`config.mk`:
```
export PLATFORM = sky130hd
export DESIGN_NAME = delay_line_tank
export DESIGN_NICKNAME = d
export VERILOG_FILES = /design/src/rtl/edsac_pkg.sv /design/src/rtl/minor_cycle_counter.sv /design/src/rtl/delay_line_tank.sv
export SDC_FILE = /design/constraint.sdc
export NUM_CORES = 1
export LEC_CHECK = 0
export BUFFER_PORTS_ARGS = -buffer_cell sky130_fd_sc_hd__buf_2
export CAP_MARGIN = 25
export CORE_MARGIN = 2
export CORE_UTILIZATION = 50
export CTS_CLUSTER_DIAMETER = 150
export CTS_CLUSTER_SIZE = 14
export DETAILED_ROUTE_END_ITERATION = 12
export HOLD_SLACK_MARGIN = 0.06
export PLACE_DENSITY = 0.62
export SETUP_SLACK_MARGIN = 0.3
export SLEW_MARGIN = 20
export SYNTH_ARGS = -nofsm -noshare
export SYNTH_HDL_FRONTEND = slang
export SYNTH_SLANG_ARGS = --single-unit
```
`constraint.sdc`:
```
create_clock -name clk -period 19.4 [get_ports clk]
set_clock_uncertainty 0.15 [all_clocks]
set_input_delay 0.97 -clock clk [delete_from_list [all_inputs] [get_ports clk]]
set_output_delay 0.97 -clock clk [all_outputs]
set_load 0.05 [all_outputs]
```
`src/rtl/edsac_pkg.sv`:
```
// Shared EDSAC store constants and types used by the tank model and its
// minor-cycle timing counter.
package edsac_pkg;

  localparam int EDSAC_DIGITS          = 36;
  localparam int EDSAC_TANK_WORDS_LONG = 16;

  typedef logic [5:0] digit_idx_t;

  // Source of the bit entering the tail of the line on each digit time.
  typedef enum logic [1:0] {
    TAIL_RECIRC = 2'd0,
    TAIL_CLEAR  = 2'd1,
    TAIL_WRITE  = 2'd2
  } tail_sel_e;

  // Write beats clear; clear only suppresses recirculation.
  function automatic tail_sel_e tail_select(input logic wr, input logic clr);
    tail_sel_e sel;
    sel = TAIL_RECIRC;
    if (wr) begin
      sel = TAIL_WRITE;
    end else if (clr) begin
      sel = TAIL_CLEAR;
    end
    return sel;
  endfunction

endpackage

```
`src/rtl/minor_cycle_counter.sv`:
```
// Digit/word position counters for one tank, realigned by the d0 digit
// pulse, with a sticky flag recording any out-of-phase d0.
module minor_cycle_counter
  import edsac_pkg::*;
#(
  parameter int WORDS  = EDSAC_TANK_WORDS_LONG,
  parameter int DIGITS = EDSAC_DIGITS,
  parameter int PW     = 4
) (
  input  logic          clk,
  input  logic          rst,
  input  logic          d0,
  output logic [PW-1:0] word_pos,
  output digit_idx_t    digit_pos,
  output logic          sync_err
);

  localparam digit_idx_t    LAST_DIGIT = digit_idx_t'(DIGITS - 1);
  localparam logic [PW-1:0] LAST_WORD  = PW'(WORDS - 1);

  digit_idx_t    digit_reg, digit_next;
  logic [PW-1:0] word_reg, word_next;
  logic          err_reg, err_next;

  always_comb begin
    digit_next = digit_reg;
    word_next  = word_reg;
    err_next   = err_reg;
    if (d0 && (digit_reg != LAST_DIGIT)) begin
      // Out-of-phase d0: snap to digit 0 without disturbing the word count.
      digit_next = '0;
      err_next   = 1'b1;
    end else if (digit_reg == LAST_DIGIT) begin
      digit_next = '0;
      word_next  = (word_reg == LAST_WORD) ? '0 : word_reg + 1'b1;
    end else begin
      digit_next = digit_reg + 6'd1;
    end
  end

  always_ff @(posedge clk or posedge rst) begin
    if (rst) begin
      digit_reg <= '0;
      word_reg  <= '0;
      err_reg   <= 1'b0;
    end else begin
      digit_reg <= digit_next;
      word_reg  <= word_next;
      err_reg   <= err_next;
    end
  end

  assign digit_pos = digit_reg;
  assign word_pos  = word_reg;
  assign sync_err  = err_reg;

endmodule

```
`src/rtl/delay_line_tank.sv`:
```
// One mercury delay-line tank: a WORDS*DIGITS bit recirculating line with
// write/clear/read gating and the minor-cycle position counters.
module delay_line_tank
  import edsac_pkg::*;
#(
  parameter int WORDS  = EDSAC_TANK_WORDS_LONG,
  parameter int DIGITS = EDSAC_DIGITS,
  parameter int PW     = 4
) (
  input  logic          clk,
  input  logic          rst,
  input  logic          d0,
  input  logic          tank_in,
  input  logic          tank_clr,
  input  logic          tank_out,
  input  logic          mib,
  output logic          mob,
  output logic [PW-1:0] word_pos,
  output digit_idx_t    digit_pos,
  output logic          sync_err
);

  localparam int LEN = WORDS * DIGITS;

  logic [LEN-1:0] line_reg;
  logic [LEN-1:0] line_next;
  logic           tail_next;

  // mib only reaches the line through the write gate, so a floating bus
  // cannot leak into stored words.
  always_comb begin
    tail_next = line_reg[0];
    case (tail_select(tank_in, tank_clr))
      TAIL_WRITE:  tail_next = mib;
      TAIL_CLEAR:  tail_next = 1'b0;
      default:     tail_next = line_reg[0];
    endcase
  end

  genvar gi;
  generate
    for (gi = 0; gi < LEN - 1; gi++) begin : g_shift
      assign line_next[gi] = line_reg[gi + 1];
    end
  endgenerate
  assign line_next[LEN-1] = tail_next;

  always_ff @(posedge clk or posedge rst) begin
    if (rst) begin
      line_reg <= '0;
    end else begin
      line_reg <= line_next;
    end
  end

  assign mob = tank_out & line_reg[0];

  minor_cycle_counter #(
    .WORDS  (WORDS),
    .DIGITS (DIGITS),
    .PW     (PW)
  ) u_counter (
    .clk       (clk),
    .rst       (rst),
    .d0        (d0),
    .word_pos  (word_pos),
    .digit_pos (digit_pos),
    .sync_err  (sync_err)
  );

endmodule

```
==> qor.txt <==
ANT cells = 0
Crit path buf inv count = 5
RePlAce Congestion = 0.7667
Req. time, crit path = 19.81 ns
Die width = 176.9 um
Antenna viol nets, final = 0
RSZ-0062 raised after global routing = false
Period Utilization, post-route = 0.1556
Asr flop ratio synth = 1.000
Largest register FFs = 576
Main synth FF type = dfrtp_1
Core area = 29560 um2
Clock Latency Late Sink = 0.54 ns
Synth warn = 0
Post-cts sizing count = 0
Synth Instances = 621
Hold Fails Final Rpt = 0
Crit-path cells = buf_2 -> inv_8 -> buf_6 -> buf_6 -> buf_6
Avg Cell Area, Syn = 24.06 um2
Synth Register Bits = 587
Mux share of post-synthesis cell area = 0.001507
Initial Util = 0.5056
Share of cells above drive strength 1 = 0.1135
Delay of the slowest critical-path stage = 0.73 ns
Commonest non-fill, non-tap cell in the layout = dfrtp_1
# fillers = 2070
CP max stage cell = buf_6
Syn_nets = 630
Clk root buf = clkbuf_16
Slew headroom = 0.4459
R2r startpoint = u_counter.digit_pos[0]
Reg2Reg Depth = 4
CTS tree = yes
CP Class = primary input to async pin
Status = finished clean
RR Endpoint = u_counter.word_pos[1]
Largest net degree at the start of global routing = 146
WP data arrival = 3.43 ns
Area leader, netlist = dfrtp_1
Hold_buf cts = 0
Combinational power share = 0.013
Worst reg-to-reg setup slack = 17.64 ns
Switch Pwr = 0.4046 mW
H-tree levels = 2
Total Nets Final = 703
Largest family of logic cells by synthesized area = simple AND/OR/NAND/NOR gates
Synth cell types = 25
Delay-heaviest family, CP = buffers and inverters
Ports = 19
Post-synthesis simple-gate area fraction = 0.006782
Reg clk slew, reported paths = 0.06 ns
Area growth from synthesis to layout = 12.68%
Final HPWL DP = 7674 um
Synth top area cells = dfrtp_1 98%, nand4bb_4 0.18%, ha_1 0.17%
DR pass1 iterations = 4
Storage element area = 14690 um2
Most used cell, CP = buf_6
Site Rows = 63
Hold depth = 0
Dpl ws = 14.12 ns
Critical path capture point type = async pin
Global-route wire length before repair = 32240 um
Via count of the first global-routing pass = 5620
PortBufs = 18
Internal power = 1.671 mW
Vias per cell = 4.506
Die ar. = 31290 um2
Hold Crit Class = flop to flop
Slew Limit Fails = 0
Clk network pwr share = 0.393
Area occupied by multi-input gates = 247.7 um2
Adder-Cell Fraction of Synth Area = 0.001674
Hold path startpoint = line_reg[186]
Antenna violations before repair = 0
Avg WL per Cell = 17.33 um
Slew @ Worst Pin = 0.8312 ns
Via count = 4894
Clock tree buffer depth = 3
Final setup viols = 0
Remaining routing DRC violations = 0
Mapped Area = 14940 um2
Setup ws final = 16.38 ns
Xor and xnor area share after synthesis = 0.002344
Total CTS buffers = 47
Clk sinks = 587
Hold EP = line_reg[185]
Max Cap Viol = 0
VDD IR max = 0.06822 mV
Final min period = 3.019 ns
Congestion Overflow GR = 0
Die Ht = 176.9 um
Achievable frequency = 331.3 MHz
Most frequent cells in the layout = 587 x dfrtp_1, 48 x clkbuf_16, 18 x buf_2, 4 x buf_6
Routed WL = 18820 um
Number of flops mapped to enable cells by yosys = 0
Pleak = 8.953 nW
Switch share = 0.1949
Sequential cell area fraction in the yosys report = 0.9829
Flop pwr share = 0.594
Area share of the largest cell type after synthesis = 0.9829
Post-synthesis compound-gate area fraction = 0.004270
Post-route setup TNS = 0 ns
Startpoint Class = primary input
PD cells = 123.2 nW/um2
DR iter-0 viols = 372
Worst-path maximum fanout = 98
Post-CTS setup buffer count = 0
Overall routing resource usage = 0.1344
-- final cells by class --
cell class | count | share of cell area
Clock inverter | 2 | 0.001486
Sequential cell | 587 | 0.8723
Clock buffer | 49 | 0.07155
Tap cell | 390 | 0.02898
Inverter | 2 | 0.0008916
Multi-Input combinational cell | 32 | 0.01471
Timing Repair Buffer | 24 | 0.01010
-- metrics by stage --
step / utilization / total power, mW / hold slack [ns] / area [um2] / instances
floorplan: - / 1.276 / 0.1812 / 14940 / 621
global placement: 0.5266 / 1.281 / 0.1817 / 15570 / 1034
detailed placement: 0.5266 / 1.283 / 0.1847 / 15570 / 1034
CTS: 0.5683 / 2.110 / 0.1922 / 16800 / 1085
global route: 0.5697 / 2.165 / 0.1988 / 16840 / 1086
finish: 0.5697 / 2.075 / 0.1894 / 16840 / 1086
-- synth_stat cells (all sizes together) (2+ instances only) --
cell and count:
dfrtp 587, ha 2, inv 2, mux2 2, nand3 3, nor2 3
nor3 3, xnor2 2, xor2 2
-- kinds of logic after synthesis --
logic type / after synthesis
xor gates and xnor gates: 4
adders and majority gates: 2
AOI/OAI and AO/OA: 9
DFF: 587
buffers and inverters: 2
muxes: 2
and+or+nand+nor: 15
-- how the worst max path moves through the flow --
stage,startpoint,to,slack (ns),cells after the start
floorplan,rst,line_reg[0],1.85,1
global placement,rst,line_reg[26],14.43,5
detailed placement,rst,u_counter.digit_pos[0],14.12,5
CTS,rst,u_counter.word_pos[0],14.67,5
global route,rst,line_reg[27],15.85,5
finish,rst,u_counter.word_pos[2],16.38,5
-- power by group through the flow --
stage	logic (mW)	clock network, mW	registers [mW]
final	0.0280	0.815	1.23
after global routing	0.0341	0.899	1.23
after CTS	0.0288	0.849	1.23
after detailed placement	0.0286	0	1.25
after global placement	0.0266	0	1.25
after floorplan	0.0188	0	1.26
-- routing by layer --
metal / part of all wire / up-vias / GRT usage
li1: - / 2051 / -
met1: 0.48 / 2720 / 0.2100
met2: 0.46 / 82 / 0.1911
met3: 0.032 / 41 / 0.02771
met4: 0.030 / 0 / 0.04924
met5: 0 / - / 0
No activity file was read; power rests on OpenSTA's default activity.
